[config.mk]
export PLATFORM = sky130hd
export DESIGN_NAME = wb_regfile
export DESIGN_NICKNAME = d
export VERILOG_FILES = /design/src/rtl/wb_regfile_pkg.sv /design/src/rtl/wb_regfile_core.sv /design/src/rtl/wb_regfile.sv
export SDC_FILE = /design/constraint.sdc
export NUM_CORES = 2
export LEC_CHECK = 0
export ABC_AREA = 1
export BUFFER_PORTS_ARGS = -buffer_cell sky130_fd_sc_hd__buf_2
export CAP_MARGIN = 20
export CORE_UTILIZATION = 35
export CTS_BUF_LIST = sky130_fd_sc_hd__clkbuf_8
export DETAILED_ROUTE_END_ITERATION = 16
export MAX_ROUTING_LAYER = met4
export PLACE_DENSITY_LB_ADDON = 0.2
export SYNTH_ARGS = -nofsm -noshare
export SYNTH_HDL_FRONTEND = slang
export SYNTH_SLANG_ARGS = --single-unit
export TNS_END_PERCENT = 5
[constraint.sdc]
create_clock -name CLK -period 2.21 [get_ports CLK]
set_input_delay 0.221 -clock CLK [delete_from_list [all_inputs] [get_ports CLK]]
set_output_delay 0.221 -clock CLK [all_outputs]
set_load 0.01 [all_outputs]
[src/rtl/wb_regfile_pkg.sv]
// Shared pipeline constants and encodings for the write-back stage and register file.
package wb_regfile_pkg;

  localparam int DATA_W   = 32;
  localparam int ADDR_W   = 5;
  localparam int REG_N    = 2 ** ADDR_W;
  localparam int CNT_W    = 32;
  localparam int ZERO_REG = 0;
  localparam int NUM_RD   = 2;

  typedef enum logic {
    MEMTOREG_ALU = 1'b0,
    MEMTOREG_MEM = 1'b1
  } memtoreg_e;

endpackage

[src/rtl/wb_regfile_core.sv]
// Architectural register file: one write port, NUM_RD write-first bypassed read ports.
module regfile_core
  import wb_regfile_pkg::*;
#(
  parameter int DATA_W = wb_regfile_pkg::DATA_W,
  parameter int ADDR_W = wb_regfile_pkg::ADDR_W,
  parameter int REG_N  = wb_regfile_pkg::REG_N,
  parameter int NUM_RD = wb_regfile_pkg::NUM_RD
) (
  input  logic                           CLK,
  input  logic                           reset,
  input  logic                           wr_en,
  input  logic [ADDR_W-1:0]              wr_addr,
  input  logic [DATA_W-1:0]              wr_data,
  output logic                           we,
  input  logic [NUM_RD-1:0][ADDR_W-1:0]  rd_addr,
  output logic [NUM_RD-1:0][DATA_W-1:0]  rd_data
);

  localparam logic [ADDR_W-1:0] ZERO_IDX = ADDR_W'(ZERO_REG);

  logic [DATA_W-1:0] mem [REG_N];

  // wr_en gates first so an X index or data cannot leak into state on a bubble
  assign we = wr_en && (wr_addr != ZERO_IDX);

  always_ff @(posedge CLK or negedge reset) begin
    if (!reset) begin
      for (int i = 0; i < REG_N; i++) mem[i] <= '0;
    end else if (we) begin
      mem[wr_addr] <= wr_data;
    end
  end

  for (genvar p = 0; p < NUM_RD; p++) begin : g_rd
    assign rd_data[p] = (rd_addr[p] == ZERO_IDX)              ? '0 :
                        (we && (wr_addr == rd_addr[p]))       ? wr_data :
                                                                mem[rd_addr[p]];
  end

endmodule

[src/rtl/wb_regfile.sv]
// Write-back stage: result/load select, register file commit and retired-write counter.
module wb_regfile
  import wb_regfile_pkg::*;
#(
  parameter int DATA_W = wb_regfile_pkg::DATA_W,
  parameter int ADDR_W = wb_regfile_pkg::ADDR_W,
  parameter int REG_N  = wb_regfile_pkg::REG_N,
  parameter int CNT_W  = wb_regfile_pkg::CNT_W
) (
  input  logic              CLK,
  input  logic              reset,
  input  logic              WB_MemtoReg,
  input  logic              WB_RegWr,
  input  logic [ADDR_W-1:0] WB_Rw,
  input  logic [DATA_W-1:0] WB_Result,
  input  logic [DATA_W-1:0] WB_MemOut,
  input  logic [ADDR_W-1:0] Ra,
  input  logic [ADDR_W-1:0] Rb,
  output logic [DATA_W-1:0] busA,
  output logic [DATA_W-1:0] busB,
  output logic [DATA_W-1:0] WB_busW,
  output logic [CNT_W-1:0]  retire_cnt
);

  logic                          we;
  logic [1:0][ADDR_W-1:0]        rd_addr;
  logic [1:0][DATA_W-1:0]        rd_data;

  assign WB_busW = (memtoreg_e'(WB_MemtoReg) == MEMTOREG_MEM) ? WB_MemOut : WB_Result;

  assign rd_addr = {Rb, Ra};
  assign busA    = rd_data[0];
  assign busB    = rd_data[1];

  regfile_core #(
    .DATA_W (DATA_W),
    .ADDR_W (ADDR_W),
    .REG_N  (REG_N),
    .NUM_RD (2)
  ) u_core (
    .CLK     (CLK),
    .reset   (reset),
    .wr_en   (WB_RegWr),
    .wr_addr (WB_Rw),
    .wr_data (WB_busW),
    .we      (we),
    .rd_addr (rd_addr),
    .rd_data (rd_data)
  );

  // Counts commits only; writes aimed at register 0 are dropped and not counted
  always_ff @(posedge CLK or negedge reset) begin
    if (!reset)  retire_cnt <= '0;
    else if (we) retire_cnt <= retire_cnt + CNT_W'(1);
  end

endmodule
==> results.sh <==
export IMPL_clock_power_share_pct=31.5
export IMPL_layout_area_overhead_pct=21.7
export IMPL_number_of_global_route_vias_before_repair=58100
export IMPL_numClockSinks=1056
export IMPL_drt_initial_drc_count=7969
export IMPL_final_min_clock_period_ns=2.74
export IMPL_dr_total_vias=62200
export IMPL_area_of_the_multi_input_gates_um2=28700
export IMPL_htreeDepth=4
export IMPL_power_net_switching_mw=21.3
export IMPL_cell_internal_pwr_mw=39.5
export IMPL_grt_antenna_before_repair=4
export IMPL_dr_pass1_iters=6
export IMPL_cp_data_required_time_ns=1.99
export IMPL_fp_dieH_um=417
export IMPL_num_fill_cells=17500
export IMPL_viasPerCell=5.67
export IMPL_cts_root_buf="clkbuf_8"
export IMPL_placement_io_buffers=210
export IMPL_switching_share_pct=35.0
export IMPL_placed_cells=10600
export IMPL_ys_warn_count=0
export IMPL_violations="negative setup slack"
export IMPL_clkTransAtPathRegs_ns=0.06
export IMPL_power_share_combinational_pct=25.7
export IMPL_final_common_cell="nand2_1"
export IMPL_min_delay_path_depth=6
export IMPL_seqCellArea_um2=26400
export IMPL_crit_fanout=2
export IMPL_detail_route_drc_violations=0
export IMPL_layout_common_cells="nand2_1, o21ai_0, dfrtp_1"
export IMPL_ys_types=35
export IMPL_final_min_period_over_clock_period_pct=124
export IMPL_finalClockSkew_ns=0.0192
export IMPL_report_power_total_mw=60.9
export IMPL_fin_setup_tns_ns=-26.85
export IMPL_timing_critical_path_to_type="output pin"
export IMPL_grt_use_met1_pct=42.3
export IMPL_worst_endpoint_arrival_ns=2.52
export IMPL_rsz_0062_raised_after_global_routing="yes"
export IMPL_clkLatencyLatePin_ns=0.94
export IMPL_dominantRegCellSynth="dfrtp_1"
export IMPL_synth_edff_count=0
export IMPL_r2r_cells=8
export IMPL_syn_area_um2=60400
export IMPL_grt_overflow=0
export IMPL_async_s_r_ff_share_synth_pct=100
export IMPL_worst_slew_pin_slew_ns=0.726
export IMPL_power_density_over_cell_area_nw_per_um2=827
export IMPL_slew_violations=0
export IMPL_worst_hold_path_type="input port to flop"
export IMPL_synth_seq_cells=1056
export IMPL_irDropWorstVdd_v=0.000670
export IMPL_dieWidth_um=417
export IMPL_finalNetCount=8600
export IMPL_groute_layer_met2_usage_pct=48.3
export IMPL_timing_critical_path_from_type="flop"
export IMPL_setup_worst_path_class="flop to output pin"
export IMPL_wire_per_inst_um=25.8
export IMPL_post_dp_hpwl_um=186000
export IMPL_synth_sequential_area_ratio_pct=43.7
export IMPL_fmaxAchievable_mhz=365
export IMPL_rows=152
export IMPL_numCtsBuffers=189
export IMPL_grt_use_met3_pct=6.64
export IMPL_grt_start_max_net_pins=122
export IMPL_floorplan_initialDensity_pct=35.2
export IMPL_static_leakage_power_nw=34.0
export IMPL_run_status="finished with violations"
export IMPL_tritoncts="done"
export IMPL_setup_violations=68
export IMPL_io_pins=211
export IMPL_core_box_area_um2=172000
export IMPL_finalNonFillerCells=11000
export IMPL_routed_wl_um=283000
export IMPL_cts_root_to_sink_buffers=3
export IMPL_timing_max_cap_violations=0
export IMPL_gpl_wtd_cong=1.01
export IMPL_timing_hold_violations_final=0
export IMPL_timing_final_ws_setup_ns=-0.528
export IMPL_die_area_um2=174000
export IMPL_layout_drive_gt1_share_pct=17.0
export IMPL_pwr_share_seq_pct=42.8
export IMPL_syn_nets=8299
export IMPL_gr_max_usage_layer="met2"
export IMPL_preCtsSetupSlack_ns=-0.610
export IMPL_avgSynthCellArea_um2=7.35
export IMPL_synthesis_instances=8215
export IMPL_slew_headroom_pct=51.6
export IMPL_drt_antenna_violating_nets=0
export IMPL_grt_pass1_wl_um=409000
export IMPL_global_route_usage_total_pct=32.8
cells by family after synthesis:
logic type	count (synthesis)	synth area share, %
and+or+nand+nor	3263	23.2
DFF	1056	43.7
xor gates and xnor gates	39	0.565
AOI/OAI and AO/OA	2356	21.7
buffers and inverters	1500	10.7
adders and majority gates	1	0.0207
sequential cells by signal, summed over array words and instances, names as in the netlist:
signal / flops
retire_cnt: 32
u_core.mem: 1024
critical path: stages (launching register included):
cell     delay (ns)
dfrtp_1        0.35
inv_1          0.06
a21oi_1        0.13
o21ai_0        0.10
nand3_1        0.15
nand3_1        0.13
nand3_2        0.11
nand2_4        0.10
a21oi_2        0.15
buf_6          0.15
buf_2          0.14
final cells by class:
cell class	instances	share of cell area [%]
multi-input combinational	5659	39.1
timing repair buffer	870	12.0
sequential	1056	35.9
clock buffer	247	4.62
tap	2310	3.93
clock inverter	81	0.587
inverter	740	3.83
antenna	4	0.0136
synth_stat cells (2+ instances only):
cell,n,area [µm²]
nand2_1,1935,7260
o21ai_0,1210,6060
dfrtp_1,1056,26400
nand3_1,927,4640
inv_1,722,2710
o211ai_1,521,3910
a21oi_1,512,2560
clkbuf_1,370,1390
nor2_1,275,1030
buf_2,264,1320
o21ai_1,108,541
buf_6,64,721
buf_1,53,199
or2_2,47,294
nand2_4,22,248
xor2_1,21,184
nor3_1,20,100
xnor2_1,18,158
inv_2,17,63.8
nor2_4,14,158
buf_4,8,60.1
nor2_8,6,120
nand4_1,5,31.3
a211oi_1,4,30.0
nor3_4,3,48.8
nor4_1,2,12.5
nor4_4,2,42.5
or2_1,2,12.5
timing repair:
action	CTS	global route
buffers inserted	2	10
hold endpoints to repair	1636	0
pin swaps	102	52
endpoints found under the setup margin	64	68
hold buffers	54	0
gates resized for setup	286	83
routing by layer:
metal	up-vias	part of all wire [%]
li1	28000	-
met1	30100	41
met2	3361	43
met3	769	9.7
met4	0	6.0
met5	-	0
power groups by stage:
stage / Clock, mW / Combinational, mW / Sequential (mW)
final: 19.2 / 15.6 / 26.0
after global routing: 20.3 / 17.3 / 26.5
after CTS: 19.5 / 15.3 / 25.9
after detailed placement: 0 / 14.7 / 26.2
after global placement: 0 / 14.4 / 26.1
after floorplan: 0 / 9.13 / 25.6
worst paths after layout:
kind / startpoint / to / slack [ns]
min in group asynchronous: reset / u_core.mem[524] / 0.57
hold / removal: WB_MemOut[30] / u_core.mem[958] / 0.09
setup reg to reg: retire_cnt[0] / retire_cnt[28] / 0.31
max in group asynchronous: reset / u_core.mem[743] / 0.84
hold reg to reg: u_core.mem[1021] / u_core.mem[1021] / 0.38
setup / recovery: u_core.mem[844] / busA[12] / -0.53
through the flow:
stage	instance area, µm²	hold slack, ns	util, %
CTS	73200	0.00267	42.7
detailed placement	67800	0.134	39.5
floorplan	60400	-0.0746	-
finish	73500	0.0918	42.9
global route	73500	0.0594	42.9
global placement	67800	0.142	39.5
No activity file was read; power rests on OpenSTA's default activity.
